### config.mk
export PLATFORM = sky130hd
export DESIGN_NAME = div_sequencer
export DESIGN_NICKNAME = d
export VERILOG_FILES = /design/src/rtl/div_sequencer_pkg.sv /design/src/rtl/div_step.sv /design/src/rtl/div_sequencer.sv
export SDC_FILE = /design/constraint.sdc
export NUM_CORES = 1
export LEC_CHECK = 0
export BUFFER_PORTS_ARGS = -buffer_cell sky130_fd_sc_hd__buf_2
export CAP_MARGIN = 5
export CORE_ASPECT_RATIO = 1.2
export CORE_UTILIZATION = 55
export DETAILED_ROUTE_END_ITERATION = 7
export HOLD_SLACK_MARGIN = 0.02
export PLACE_DENSITY = 0.76
export SLEW_MARGIN = 20
export SYNTH_ARGS = -nofsm -noshare
export SYNTH_HDL_FRONTEND = slang
export SYNTH_SLANG_ARGS = --single-unit
### constraint.sdc
create_clock -name clock -period 3.8 [get_ports clock]
set_clock_uncertainty 0.05 [all_clocks]
set_input_delay 0.19 -clock clock [delete_from_list [all_inputs] [get_ports clock]]
set_output_delay 0.19 -clock clock [all_outputs]
set_load 0.02 [all_outputs]
### src/rtl/div_sequencer_pkg.sv
// Shared types and constants for the iterative signed divider.
package div_sequencer_pkg;

    typedef enum logic [1:0] {
        IDLE = 2'd0,
        RUN  = 2'd1,
        FIX  = 2'd2
    } state_t;

    localparam logic [31:0] DIV0_LO = 32'hFFFF_FFFF;

    function automatic logic [31:0] abs32(input logic [31:0] v);
        return v[31] ? (~v + 32'd1) : v;
    endfunction

    function automatic logic [31:0] cond_neg(
        input logic [31:0] v,
        input logic        neg
    );
        return neg ? (~v + 32'd1) : v;
    endfunction

endpackage

### src/rtl/div_step.sv
// One restoring radix-2 iteration: shift, trial subtract, select.
module div_step (
    input  logic [31:0] rem,
    input  logic [31:0] quo,
    input  logic [31:0] divisor,
    output logic [31:0] rem_next,
    output logic [31:0] quo_next
);

    logic [32:0] shifted;
    logic [32:0] diff;

    // remainder stays below the divisor, so 33 bits hold the shift and the borrow
    assign shifted  = {rem, quo[31]};
    assign diff     = shifted - {1'b0, divisor};
    assign rem_next = diff[32] ? shifted[31:0] : diff[31:0];
    assign quo_next = {quo[30:0], ~diff[32]};

endmodule

### src/rtl/div_sequencer.sv
// Multi-cycle signed divide sequencer driving HI/LO and the decode stall.
module div_sequencer
    import div_sequencer_pkg::*;
#(
    parameter int DIV_ITER = 32
) (
    input  logic        clock,
    input  logic        reset_n,
    input  logic        start,
    input  logic        is_mf_hi,
    input  logic        is_mf_lo,
    input  logic [31:0] dividend,
    input  logic [31:0] divisor,
    output logic [31:0] hi,
    output logic [31:0] lo,
    output logic        busy,
    output logic        stall,
    output logic        div_by_zero
);

    localparam int CW = (DIV_ITER > 1) ? $clog2(DIV_ITER) : 1;
    localparam logic [CW-1:0] CNT_LOAD = CW'(DIV_ITER - 1);

    state_t        state;
    logic [CW-1:0] count;
    logic [31:0]   rem;
    logic [31:0]   quo;
    logic [31:0]   dsr;
    logic          q_neg;
    logic          r_neg;
    logic [31:0]   rem_nx;
    logic [31:0]   quo_nx;

    div_step u_step (
        .rem      (rem),
        .quo      (quo),
        .divisor  (dsr),
        .rem_next (rem_nx),
        .quo_next (quo_nx)
    );

    assign stall = busy & (start | is_mf_hi | is_mf_lo);

    always_ff @(posedge clock or negedge reset_n) begin
        if (!reset_n) begin
            state       <= IDLE;
            count       <= '0;
            rem         <= '0;
            quo         <= '0;
            dsr         <= '0;
            q_neg       <= 1'b0;
            r_neg       <= 1'b0;
            hi          <= '0;
            lo          <= '0;
            busy        <= 1'b0;
            div_by_zero <= 1'b0;
        end else begin
            unique case (state)
                IDLE: begin
                    if (start) begin
                        quo         <= abs32(dividend);
                        rem         <= '0;
                        dsr         <= abs32(divisor);
                        q_neg       <= dividend[31] ^ divisor[31];
                        r_neg       <= dividend[31];
                        count       <= CNT_LOAD;
                        busy        <= 1'b1;
                        div_by_zero <= (divisor == '0);
                        state       <= (divisor == '0) ? FIX : RUN;
                    end
                end
                RUN: begin
                    rem   <= rem_nx;
                    quo   <= quo_nx;
                    count <= (count == '0) ? '0 : count - 1'b1;
                    if (count == '0) begin
                        state <= FIX;
                    end
                end
                FIX: begin
                    // on divide-by-zero quo still holds |dividend|
                    if (div_by_zero) begin
                        lo <= DIV0_LO;
                        hi <= cond_neg(quo, r_neg);
                    end else begin
                        lo <= cond_neg(quo, q_neg);
                        hi <= cond_neg(rem, r_neg);
                    end
                    busy  <= 1'b0;
                    state <= IDLE;
                end
                default: begin
                    busy  <= 1'b0;
                    state <= IDLE;
                end
            endcase
        end
    end

endmodule

After elaboration in Yosys (flattened, before gate mapping)
Cells that the tools add are included.

word-level totals
  bits in registers = 171
  input bits = 69
  output and inout bits = 67
  logic and storage cells = 60

operators by class
  add/sub/neg operators = 6
  equality and inequality tests = 4
  muxes and demuxes = 21
  bitwise logic cells = 10
  reduce and logical (&&, ||, !) cells = 8

operators with widths
  cell                                              count
  two-way mux 32 bit                                10
  adder 32 x 1 -> 32 bit, second input constant     4
  inverter 32 bit                                   4
  one-hot mux 32 bit (2 select lines)               2
  subtractor 33 x 32 -> 33 bit                      1
  zero test 32 bit                                  1
  two-way mux 5 bit                                 2
  one-hot mux 5 bit (2 select lines)                1
  AND reduction 2 bit                               4
  two-way mux 2 bit                                 3
  zero test 5 bit                                   1
  subtractor 5 x 1 -> 5 bit, second input constant  1
  != test 2 bit, second input constant              2
  one-hot mux 2 bit (2 select lines)                1
  == test 2 x 1 -> 1 bit, second input constant     1
  == test 2 bit, second input constant              1
  zero test 2 bit                                   1
  inverter 1 bit                                    2
  bitwise OR 1 bit                                  2
  one-hot mux 1 bit (2 select lines)                1
  nonzero test 2 bit                                1
  AND 1 bit                                         1
  two-way mux 1 bit                                 1
  XOR 1 bit                                         1

Logic depth before layout (Yosys ltp)
  depth in word-level cells = 5
  gate-level depth with buffers = 14
  gate-level depth less buffers = 12

Hierarchy
Synthesis repeated with hierarchy kept, for this count alone.

second synthesis, totals
  cell total of the unflattened synthesis = 1,555
  area total of the unflattened synthesis = 12,947.4 µm²

by module, submodules not included
  module         instances  cells each  area an instance (µm²)  sequential area each (µm²)
  div_sequencer  1          1,215       10,397.5                4,279.1
  div_step       1          340         2,549.9                 0.0

Worst setup path before layout
Ideal clock, no wire load.

  kind = register to register
  start point = reg quo[31]
  end point = reg rem[10]
  setup time = 133 ps
  arrival time = 3,015 ps
  data required time = 3,617 ps
  path slack = 602 ps
  cell stages (with the launch flop) = 14
  buffers on the path = 2
  period minus slack after synthesis = 3,198 ps
  cells stage by stage = dfrtp_1 inv_1 ha_1 fa_1 nand2b_1 a21oi_1 o21ai_0 o211a_1 o211ai_1 xor2_1 buf_2 buf_2 mux2i_1 o21ai_0

between the ends
  word-level cells in the longest chain between the ends = 3

RTL lines
  element                              line                 source
  from (decl)                          div_sequencer.sv:27  logic [31:0] quo;
  from (signal assigned)               div_sequencer.sv:61  quo <= abs32(dividend);
  from (signal assigned)               div_sequencer.sv:74  quo <= quo_nx;
  subtractor 33 x 32 -> 33 bit         div_step.sv:15       assign diff = shifted - {1'b0, divisor};
  two-way mux 32 bit                   div_step.sv:16       assign rem_next = diff[32] ? shifted[31:0] : diff[31:0];
  one-hot mux 32 bit (2 select lines)  div_sequencer.sv:58  unique case (state)
  to (signal assigned)                 div_sequencer.sv:73  rem <= rem_nx;
  to (decl)                            div_sequencer.sv:26  logic [31:0] rem;

No other way between the ends.
A chain may end at the register's enable or synchronous reset.

Final worst setup path
  start point = reg quo[0]
  end point = reg hi[28]

between the ends
  word-level cells in the longest chain between the ends = 4

RTL lines
  element                 line                     source
  inverter 32 bit         div_sequencer_pkg.sv:20  return neg ? (~v + 32'd1) : v;
  adder 32 x 1 -> 32 bit  div_sequencer_pkg.sv:20
  two-way mux 32 bit      div_sequencer_pkg.sv:20
  two-way mux 32 bit      div_sequencer.sv:82      if (div_by_zero) begin
  to (signal assigned)    div_sequencer.sv:84      hi <= cond_neg(quo, r_neg);
  to (signal assigned)    div_sequencer.sv:87      hi <= cond_neg(rem, r_neg);
  to (decl)               div_sequencer.sv:14      output logic [31:0] hi,

No other way between the ends.

==> flow_summary.ini <==
[outcome]
outcome = complete, no violations

[floorplanning]
dieHeight_microns = 163
core_area_sq_mm = 0.0210
initial_core_util_pct = 56.5
dieWidth_microns = 136
ioPinCount = 136
num_rows = 58
die-area_sq_mm = 0.0222

[timing]
relSlewSlack_pct = 30.3
fin_setup_tns_ps = 0
setup_viol = 0
fmaxAchievable_mhz = 293
rsz0062_at_grt = false
whs_ps = 25.8
finalCritPeriodShare_pct = 89.7
hold_viol = 0
slew_viol_final = 0
min_period_ps = 3410
setup_slack_ps = 391
worst_slew_pin_slew_ps = 1050

[cells_and_area]
n_antenna_cell = 0
final_common_cell = nand2_1
synthToLayoutAreaGrowth_pct = 13.2
num-nets-final = 1633
final_cell_mix = nand2_1 (225), o21ai_0 (204), dfrtp_1 (169)
drive_gt1_share_pct = 15.2

[logic_synthesis]
synth_area_per_cell_sq_um = 8.32
async_flop_share_pct = 100
synth_fp_nets = 1536
ys_seq_elements = 171
ys_warn_count = 0
synth_edf_count = 0
yosysSeqAreaShare_pct = 36.0
ys.flop_type = dfrtp_1
netlist_instances = 1429
netlist_area_sq_mm = 0.0119
synth.distinct_cells = 66

[cts]
path_clk_slew_ps = 70
hold_buffers = 2
cts_sinks = 171
clock_latency_ps = 430
post_cts_buffers = 0
cts_max_level = 4
clock-root-buffer = clkbuf_16
cts_made_buffers = 17
cts_tree = yes
cts_resized = 0
cts_buffer_depth = 2

[setup_path]
path_cells = inv_1 -> ha_1 -> or3b_1 -> or3_1 -> or3_2 -> nand2b_1 -> or3_1 -> nand2_1 -> xnor2_1 -> mux2i_1 -> o21ai_0
crit_fanout = 7
crit_path_max_incr_delay_ps = 590
critical-path-top-delay-family = simple AND/OR/NAND/NOR gates
endpoint_kind = flip-flop
critPathLaunchType = flip-flop
cp_common_cell = or3_1
path_buf_inv = 1
worstPathArrival_ps = 3710
slowest_stage = or3_2
crit_type = flip-flop to flip-flop
required_ps = 4100

[detailed_routing]
top_layer_used = met4
wire_per_inst_microns = 17.6
num_vias = 10755
wl_met3_mm = 1.53
wl_met1_mm = 13.5
first_pass_iters = 5
wl_met2_mm = 15.5
postRouteWirelength_mm = 31.9
drc = 0
postRouteAntennaNets = 0
viasPerCell = 5.95
drt_iter0_markers = 723

[power]
powerDensity_mw_per_mm2 = 1030
peakVddDrop_uv = 566
p_sw_w = 0.00669
leakagePower_nw = 5.93
sw_frac_of_total_pct = 48.1
p_int_w = 0.00720
power.share.clock_pct = 13.3
fin_total_pwr_w = 0.0139
seqPwrFrac_pct = 27.2
p_comb_share_pct = 59.6

[placed_design]
dp_hpwl_mm = 23.8
gp_congestion = 0.934
port_buffers = 135
pre_cts_ws_ps = 435

[global_routing]
grt_remaining_overflow = 0
grt_max_degree = 88
antenna_found_initial = 0
grt_pass1_wl_mm = 52.4
grt_util_all_layers_pct = 30.1
grt_pass1_vias = 10280

[worst_hold_path]
hold_class = input port to flip-flop

[flow_run]
maxCapViolCount = 0
worst min-delay path, cell delays in order:
cell and delay [ps]:
buf_2 100, xor2_1 60, o21ai_0 130
through the flow:
stage          instances  instance area, sq um  util, %
2_1_floorplan       1429                 11900        -
3_3_place_gp        1775                 12800     60.9
3_5_place_dp        1775                 12800     60.9
4_1_cts             1809                 13500     63.9
5_1_grt             1809                 13500     63.9
6_report            1809                 13500     63.9
state kept, by name, indices dropped and copies added (netlist names):
signal       cells
busy             1
count            5
div_by_zero      1
dsr             32
hi              32
lo              32
q_neg            1
quo             32
r_neg            1
rem             32
state            2
metal layers:
layer / vias to the layer above / track usage (%)
met1: 5090 / 37.5
met5: - / 0
li1: 5213 / -
met3: 80 / 4.35
met2: 372 / 50.7
met4: 0 / 14.6
layout make-up:
cell class / instances / area [sq um]
Timing Repair Buffer: 164 / 930
Clock buffer: 23 / 488
Fill cell: 1817 / 7590
Multi-Input combinational cell: 1118 / 7080
Clock inverter: 9 / 135
Tap cell: 270 / 338
Sequential cell: 171 / 4280
Inverter: 54 / 203
power by group through the flow:
stage | combinational, W | clock [W] | sequential (W)
2_1_floorplan | 0.00586 | 0 | 0.00373
3_3_place_gp | 0.00799 | 0 | 0.00373
3_5_place_dp | 0.00815 | 0 | 0.00377
4_1_cts | 0.00822 | 0.00186 | 0.00374
5_1_grt | 0.00918 | 0.00194 | 0.00388
6_report | 0.00827 | 0.00185 | 0.00377
cells in the mapped netlist, drive strengths merged, types with 2 or more instances:
library cell | count | area (sq um)
nand3 | 10 | 50.1
or3 | 34 | 253
a21oi | 87 | 435
nand3b | 3 | 22.5
nand4 | 3 | 18.8
nor4 | 6 | 52.6
nor2 | 67 | 251
and3 | 13 | 82.6
nor3 | 17 | 85.1
nand2 | 227 | 855
o211a | 2 | 20.0
a21o | 9 | 67.6
mux2i | 32 | 320
a2bb2oi | 6 | 52.6
nand2b | 16 | 103
nor2b | 9 | 56.3
clkbuf | 70 | 263
a21boi | 2 | 15.0
o21bai | 4 | 30.0
dfrtp | 171 | 4280
o41ai | 21 | 206
a211oi | 4 | 30.0
a31oi | 8 | 50.1
o22a | 8 | 70.1
o211ai | 8 | 60.1
a211o | 4 | 35.0
o22ai | 4 | 25.0
inv | 54 | 203
nand4b | 2 | 17.5
buf | 16 | 85.1
xor2 | 85 | 744
a22oi | 18 | 135
ha | 37 | 463
or2 | 6 | 37.5
xnor2 | 85 | 744
or3b | 3 | 26.3
o21a | 8 | 60.1
o31ai | 29 | 223
or4 | 24 | 206
o21ai | 206 | 1030
worst paths after layout:
kind	cells after the start	slack, ps	from	to
setup / recovery	11	390	quo[0]	hi[28]
hold / removal	3	30	divisor[27]	dsr[27]
setup reg to reg	11	390	quo[0]	hi[28]
hold reg to reg	2	430	hi[30]	hi[30]
max in group asynchronous	3	2450	reset_n	rem[21]
min in group asynchronous	2	310	reset_n	quo[9]
cell families after synthesis:
logic type               synth area share [%]
AO/OA/AOI/OAI                            21.9
adder cells (fa/ha/maj)                  4.06
buffers and inverters                    4.63
AND/OR/NAND/NOR                          17.9
flip-flops                               36.0
multiplexers                             2.98
XOR/XNOR                                 12.5
Note: power is estimated with default switching activity, not from simulation.
